`src/rtl/mips_bus_pkg.sv`:
```
// Shared types and helpers for the Harvard-to-Avalon bus arbiter.
package mips_bus_pkg;

    typedef enum logic [2:0] {
        IDLE,
        INSTR,
        DATA,
        HIT,
        ERROR
    } arb_state_t;

    localparam int unsigned ARB_FIXED = 0;
    localparam int unsigned ARB_RR    = 1;

    // A disabled timeout still gets a 1-bit counter so widths stay legal.
    function automatic int unsigned timeout_cnt_w(input int unsigned timeout);
        return (timeout == 0) ? 1 : $clog2(timeout + 1);
    endfunction

endpackage

```
`src/rtl/mips_instr_word_cache.sv`:
```
// Single-word instruction cache: one tag, one data word, one valid bit.
module mips_instr_word_cache #(
    parameter int unsigned ADDR_W = 32,
    parameter int unsigned DATA_W = 32
) (
    input  logic              clk,
    input  logic              rst_ni,
    input  logic              load_i,
    input  logic [ADDR_W-1:0] load_addr_i,
    input  logic [DATA_W-1:0] load_data_i,
    input  logic              inval_i,
    input  logic [ADDR_W-1:0] inval_addr_i,
    input  logic [ADDR_W-1:0] lookup_addr_i,
    output logic              hit_o,
    output logic [DATA_W-1:0] data_o
);

    logic [ADDR_W-1:0] tag_q, tag_d;
    logic [DATA_W-1:0] data_q, data_d;
    logic              valid_q, valid_d;

    always_comb begin
        tag_d   = tag_q;
        data_d  = data_q;
        valid_d = valid_q;
        if (load_i) begin
            tag_d   = load_addr_i;
            data_d  = load_data_i;
            valid_d = 1'b1;
        end else if (inval_i && (inval_addr_i == tag_q)) begin
            valid_d = 1'b0;
        end
    end

    always_ff @(posedge clk) begin
        if (!rst_ni) begin
            tag_q   <= '0;
            data_q  <= '0;
            valid_q <= 1'b0;
        end else begin
            tag_q   <= tag_d;
            data_q  <= data_d;
            valid_q <= valid_d;
        end
    end

    assign hit_o  = valid_q && (tag_q == lookup_addr_i);
    assign data_o = data_q;

endmodule

```
`src/rtl/mips_bus_arbiter.sv`:
```
// Merges the instruction and data ports of the Harvard core onto one
// Avalon-MM master, with a single-word fetch cache and a waitrequest timeout.
module mips_bus_arbiter
    import mips_bus_pkg::*;
#(
    parameter int unsigned ADDR_W    = 32,
    parameter int unsigned DATA_W    = 32,
    parameter int unsigned BE_W      = DATA_W / 8,
    parameter int unsigned ARB_MODE  = 0,
    parameter int unsigned TIMEOUT   = 256,
    parameter int unsigned ICACHE_EN = 1
) (
    input  logic              clk,
    input  logic              reset,
    input  logic              instr_req,
    input  logic [ADDR_W-1:0] instr_address,
    output logic [DATA_W-1:0] instr_readdata,
    output logic              instr_valid,
    input  logic              data_req,
    input  logic              data_write,
    input  logic [ADDR_W-1:0] data_address,
    input  logic [DATA_W-1:0] data_writedata,
    input  logic [BE_W-1:0]   data_byteenable,
    output logic [DATA_W-1:0] data_readdata,
    output logic              data_valid,
    output logic              cpu_stall,
    output logic              bus_error,
    output logic [ADDR_W-1:0] address,
    output logic              read,
    output logic              write,
    output logic [DATA_W-1:0] writedata,
    output logic [BE_W-1:0]   byteenable,
    input  logic              waitrequest,
    input  logic [DATA_W-1:0] readdata
);

    localparam int unsigned     CNT_W    = timeout_cnt_w(TIMEOUT);
    localparam logic [CNT_W-1:0] TMO_LAST = (TIMEOUT == 0) ? '0 : CNT_W'(TIMEOUT - 1);

    arb_state_t        state_q, state_d;
    logic [ADDR_W-1:0] address_q, address_d;
    logic              read_q, read_d;
    logic              write_q, write_d;
    logic [DATA_W-1:0] writedata_q, writedata_d;
    logic [BE_W-1:0]   byteenable_q, byteenable_d;
    logic [DATA_W-1:0] ird_q, ird_d;
    logic              ivalid_q, ivalid_d;
    logic [DATA_W-1:0] drd_q, drd_d;
    logic              dvalid_q, dvalid_d;
    logic              berr_q, berr_d;
    logic              prio_instr_q, prio_instr_d;
    logic [CNT_W-1:0]  tcnt_q, tcnt_d;

    logic              instr_elig, data_elig, pick_instr;
    logic              cache_hit, cache_load, cache_inval;
    logic [DATA_W-1:0] cache_data;

    mips_instr_word_cache #(
        .ADDR_W(ADDR_W),
        .DATA_W(DATA_W)
    ) u_icache (
        .clk          (clk),
        .rst_ni       (reset),
        .load_i       (cache_load),
        .load_addr_i  (address_q),
        .load_data_i  (readdata),
        .inval_i      (cache_inval),
        .inval_addr_i (address_q),
        .lookup_addr_i(instr_address),
        .hit_o        (cache_hit),
        .data_o       (cache_data)
    );

    // A request whose valid pulse is going out this cycle is already served.
    assign instr_elig = instr_req && !ivalid_q;
    assign data_elig  = data_req && !dvalid_q;
    assign pick_instr = instr_elig && (!data_elig || ((ARB_MODE == ARB_RR) && prio_instr_q));

    always_comb begin
        state_d      = state_q;
        address_d    = address_q;
        read_d       = read_q;
        write_d      = write_q;
        writedata_d  = writedata_q;
        byteenable_d = byteenable_q;
        ird_d        = ird_q;
        ivalid_d     = 1'b0;
        drd_d        = drd_q;
        dvalid_d     = 1'b0;
        berr_d       = berr_q;
        prio_instr_d = prio_instr_q;
        tcnt_d       = tcnt_q;
        cache_load   = 1'b0;
        cache_inval  = 1'b0;

        case (state_q)
            IDLE: begin
                tcnt_d = '0;
                if (pick_instr) begin
                    prio_instr_d = 1'b0;
                    if ((ICACHE_EN != 0) && cache_hit) begin
                        state_d = HIT;
                    end else begin
                        state_d      = INSTR;
                        address_d    = instr_address;
                        read_d       = 1'b1;
                        write_d      = 1'b0;
                        byteenable_d = '1;
                    end
                end else if (data_elig) begin
                    prio_instr_d = 1'b1;
                    state_d      = DATA;
                    address_d    = data_address;
                    read_d       = !data_write;
                    write_d      = data_write;
                    writedata_d  = data_writedata;
                    byteenable_d = data_byteenable;
                end
            end

            INSTR, DATA: begin
                if (!waitrequest) begin
                    // The bus transfer always finishes; the pulse only goes to a live request.
                    read_d  = 1'b0;
                    write_d = 1'b0;
                    tcnt_d  = '0;
                    state_d = IDLE;
                    if (state_q == INSTR) begin
                        ird_d      = readdata;
                        ivalid_d   = instr_req;
                        cache_load = 1'b1;
                    end else begin
                        if (read_q) begin
                            drd_d = readdata;
                        end
                        dvalid_d    = data_req;
                        cache_inval = write_q;
                    end
                end else if ((TIMEOUT != 0) && (tcnt_q == TMO_LAST)) begin
                    read_d  = 1'b0;
                    write_d = 1'b0;
                    berr_d  = 1'b1;
                    state_d = ERROR;
                end else begin
                    tcnt_d = tcnt_q + CNT_W'(1);
                end
            end

            HIT: begin
                ird_d    = cache_data;
                ivalid_d = instr_req;
                state_d  = IDLE;
            end

            ERROR: begin
                state_d = ERROR;
            end

            default: begin
                state_d = IDLE;
            end
        endcase
    end

    always_ff @(posedge clk) begin
        if (!reset) begin
            state_q      <= IDLE;
            address_q    <= '0;
            read_q       <= 1'b0;
            write_q      <= 1'b0;
            writedata_q  <= '0;
            byteenable_q <= '0;
            ird_q        <= '0;
            ivalid_q     <= 1'b0;
            drd_q        <= '0;
            dvalid_q     <= 1'b0;
            berr_q       <= 1'b0;
            prio_instr_q <= 1'b1;
            tcnt_q       <= '0;
        end else begin
            state_q      <= state_d;
            address_q    <= address_d;
            read_q       <= read_d;
            write_q      <= write_d;
            writedata_q  <= writedata_d;
            byteenable_q <= byteenable_d;
            ird_q        <= ird_d;
            ivalid_q     <= ivalid_d;
            drd_q        <= drd_d;
            dvalid_q     <= dvalid_d;
            berr_q       <= berr_d;
            prio_instr_q <= prio_instr_d;
            tcnt_q       <= tcnt_d;
        end
    end

    assign cpu_stall      = reset && ((instr_req && !ivalid_q) || (data_req && !dvalid_q));
    assign instr_readdata = ird_q;
    assign instr_valid    = ivalid_q;
    assign data_readdata  = drd_q;
    assign data_valid     = dvalid_q;
    assign bus_error      = berr_q;
    assign address        = address_q;
    assign read           = read_q;
    assign write          = write_q;
    assign writedata      = writedata_q;
    assign byteenable     = byteenable_q;

endmodule
```
`config.mk`:
```
export PLATFORM = sky130hd
export DESIGN_NAME = mips_bus_arbiter
export DESIGN_NICKNAME = d
export VERILOG_FILES = /design/src/rtl/mips_bus_pkg.sv /design/src/rtl/mips_instr_word_cache.sv /design/src/rtl/mips_bus_arbiter.sv
export SDC_FILE = /design/constraint.sdc
export NUM_CORES = 1
export LEC_CHECK = 0
export ABC_AREA = 1
export CORE_UTILIZATION = 30
export CTS_CLUSTER_DIAMETER = 100
export DETAILED_ROUTE_END_ITERATION = 12
export GPL_TIMING_DRIVEN = 0
export HOLD_SLACK_MARGIN = 0.15
export SETUP_SLACK_MARGIN = 0.15
export SYNTH_ARGS = -nofsm -noshare
export SYNTH_HDL_FRONTEND = slang
export SYNTH_SLANG_ARGS = --single-unit
```
`constraint.sdc`:
```
create_clock -name clk -period 3 [get_ports clk]
set_input_delay 0.6 -clock clk [delete_from_list [all_inputs] [get_ports clk]]
set_output_delay 0.6 -clock clk [all_outputs]
set_load 0.1 [all_outputs]
```
==> flow_metrics.py <==
metrics = {
    "routing": {
        "via_per_inst": 4.97,
        "vias": 10400,
        "drc": 0,
        "wirelength_um": 39100,
        "routedWlPerCell_um": 18.7,
        "drtIter0Drc": 728,
        "drtPass1Iterations": 5,
        "ant_nets": 0,
    },
    "critical_path": {
        "path_buf_inv": 1,
        "max_stage_delay_ps": 1190,
        "path_cells": "clkdlybuf4s50_1",
        "cp_data_arrival_time_ps": 2200,
        "end_kind": "output port",
        "cpLargestDelayFamily": "buffers and inverters",
        "critPathKind": "register to output port",
        "cp_max_fo": 3,
        "required_ps": 2400,
        "start_kind": "register",
        "cp_slowest_cell": "clkdlybuf4s50_1",
    },
    "yosys": {
        "postSynthAreaPerCell_um2": 6.94,
        "synth-seq-area-share": 0.450,
        "synth_top_area_share": 0.450,
        "yosysTopAreaCell": "dfxtp_1",
        "synth_area_leaders": "dfxtp_1 45%, nor2_1 10%, o21ai_0 10%, nand2_1 9.3%, a21oi_1 4.1%",
        "ys_warn_count": 0,
        "async_flop_share": 0,
        "netlist_instances": 1371,
        "ys_ff_latch": 214,
        "synth_edf_count": 0,
        "synth_commonest_cells": "263 x nor2_1, 235 x nand2_1, 214 x dfxtp_1, 196 x o21ai_0, 99 x inv_1",
        "netlist_area_um2": 9510,
        "ys.flop_type": "dfxtp_1",
        "synth.distinct_cells": 37,
        "synth_fp_nets": 1511,
        "synth_most_common_cell": "nor2_1",
    },
    "die": {
        "initial_core_util": 0.308,
        "die_w_um": 180,
        "dieArea_um2": 32400,
        "rows": 64,
        "design.core.area_um2": 30900,
        "io_pins": 276,
        "dieHeight_um": 180,
    },
    "grt": {
        "grt_pass1_wl_um": 59300,
        "track_usage": 0.235,
        "antenna_found_initial": 0,
        "grt_start_max_net_pins": 13,
        "grt_pass1_vias": 9989,
        "grt.overflow.total": 0,
    },
    "sta": {
        "tns_ps": 0,
        "setup_viol": 0,
        "setup_slack_ps": 204,
        "slew_headroom": 0.256,
        "fin_skew_ps": 22.2,
        "tightest_slew_ps": 1110,
        "slew_violations": 0,
        "rsz0062_at_grt": "no",
        "timing.final.hold_violations": 0,
        "finalCritPeriodShare": 0.932,
        "layout_min_cycle_time_ps": 2800,
        "holdWs_ps": 456,
        "fmax_mhz": 358,
    },
    "place": {
        "post-dp-hpwl_um": 29700,
        "port_buffers": 275,
        "pre_cts_ws_ps": -774,
        "dp.cells": 2042,
        "place_congestion": 0.957,
    },
    "final_layout": {
        "nets": 1813,
        "fill_cells": 3187,
        "layout-drive-gt1-share": 0.0485,
        "instances_no_fill": 2087,
        "antenna_cells": 0,
        "syn2layout_area_growth_pct": 43.5,
        "final_core_util": 0.441,
    },
    "pwr": {
        "peakVddDrop_uv": 439,
        "p_leak_nw": 5.62,
        "p_comb_frac": 0.276,
        "power_frac_clock": 0.368,
        "p_int_mw": 5.74,
        "p_switching_mw": 3.22,
        "swShare": 0.359,
        "power_frac_seq": 0.356,
        "cellPowerDensity_nw_per_um2": 656,
    },
    "clock_tree": {
        "cts_root_buffer": "clkbuf_16",
        "cts_made_buffers": 25,
        "clockBufferDepth": 3,
        "h-tree-depth": 1,
        "cts_tree": "built",
        "numClockSinks": 214,
        "clock_latency_ps": 540,
        "post_cts_buffers": 0,
        "path_clk_slew_ps": 60,
    },
    "hold_path": {
        "hold_path.class": "register to register",
    },
    "job": {
        "maxCapViolations": 0,
    },
    "status": {
        "status": "complete, no violations",
    },
}
## placed cells by master, fill, tap and decap left out, types with 8 or more instances in the layout
| master | count |
|---|---|
| a21oi_1 | 77 |
| a31oi_1 | 32 |
| buf_2 | 12 |
| clkbuf_1 | 66 |
| clkbuf_16 | 25 |
| clkdlybuf4s50_1 | 271 |
| dfxtp_1 | 214 |
| inv_1 | 99 |
| inv_2 | 8 |
| nand2_1 | 235 |
| nand3_1 | 76 |
| nand4_1 | 11 |
| nor2_1 | 262 |
| o21ai_0 | 196 |
| o21ai_1 | 12 |
| o22ai_1 | 18 |
| xnor2_1 | 10 |
## cells by family after synthesis
| kind of cell | after synthesis | share of synthesized area |
|---|---|---|
| adder cells (fa/ha/maj) | 2 | 0.00263 |
| AO/OA/AOI/OAI | 343 | 0.191 |
| buffers and inverters | 190 | 0.0808 |
| AND/OR/NAND/NOR | 609 | 0.264 |
| XOR/XNOR | 13 | 0.0120 |
| flip-flops | 214 | 0.450 |
## through the flow
| stage | power [mW] | area (um2) |
|---|---|---|
| 4_1_cts | 9.01 | 13600 |
| 6_report | 8.95 | 13600 |
| 2_1_floorplan | 4.88 | 9510 |
| 5_1_grt | 9.29 | 13600 |
| 3_3_place_gp | 5.70 | 12800 |
| 3_5_place_dp | 5.71 | 12800 |
## what timing repair did
action / 4_1_cts / 5_1_grt
gates cloned: 0 / 0
setup endpoints to repair: 2 / 2
resized for setup: 8 / 2
hold buffers: 0 / 0
pin swaps: 0 / 0
## flip-flops by register name, indices dropped and copies added, names as in the netlist
name	count
address	32
bus_error	1
instr_readdata	32
u_icache.data_o	32
byteenable	4
write	1
instr_valid	1
read	1
data_valid	1
u_icache.valid_q	1
tcnt_q	9
state_q	3
data_readdata	32
u_icache.tag_q	32
writedata	32
## path summary, 6_finish.rpt
kind	start	end	slack (ps)	depth (start not counted)
max	write	write	200	1
min	bus_error	bus_error	460	2
max reg2reg	data_valid	address[27]	370	8
min reg2reg	bus_error	bus_error	460	2
## power by group through the flow
| stage | clock network, mW | logic (mW) | registers, mW |
|---|---|---|---|
| after floorplan | 0 | 0.615 | 4.27 |
| after global routing | 3.47 | 2.60 | 3.21 |
| final | 3.29 | 2.47 | 3.19 |
| after detailed placement | 0 | 2.47 | 3.24 |
| after CTS | 3.35 | 2.47 | 3.19 |
| after global placement | 0 | 2.46 | 3.24 |
## layout make-up
cell class,instances,area [um2],area share
buffer,82,362,0.0265
clock buffer,39,748,0.0548
clock inverter,6,134,0.00981
inverter,108,408,0.0299
multi-input combinational,967,4460,0.327
sequential,214,4280,0.314
tap,396,495,0.0363
timing repair buffer,275,2750,0.202
## routing by layer
metal | part of all wire | vias to the layer above | global-route usage | wire length, um
met5 | 0 | - | 0 | 0
met4 | 0.021 | 0 | 0.0612 | 834
met3 | 0.095 | 50 | 0.0620 | 3700
met2 | 0.45 | 458 | 0.390 | 17800
met1 | 0.43 | 4768 | 0.303 | 16800
li1 | - | 5096 | - | -
(Power assumes the default switching activity.)
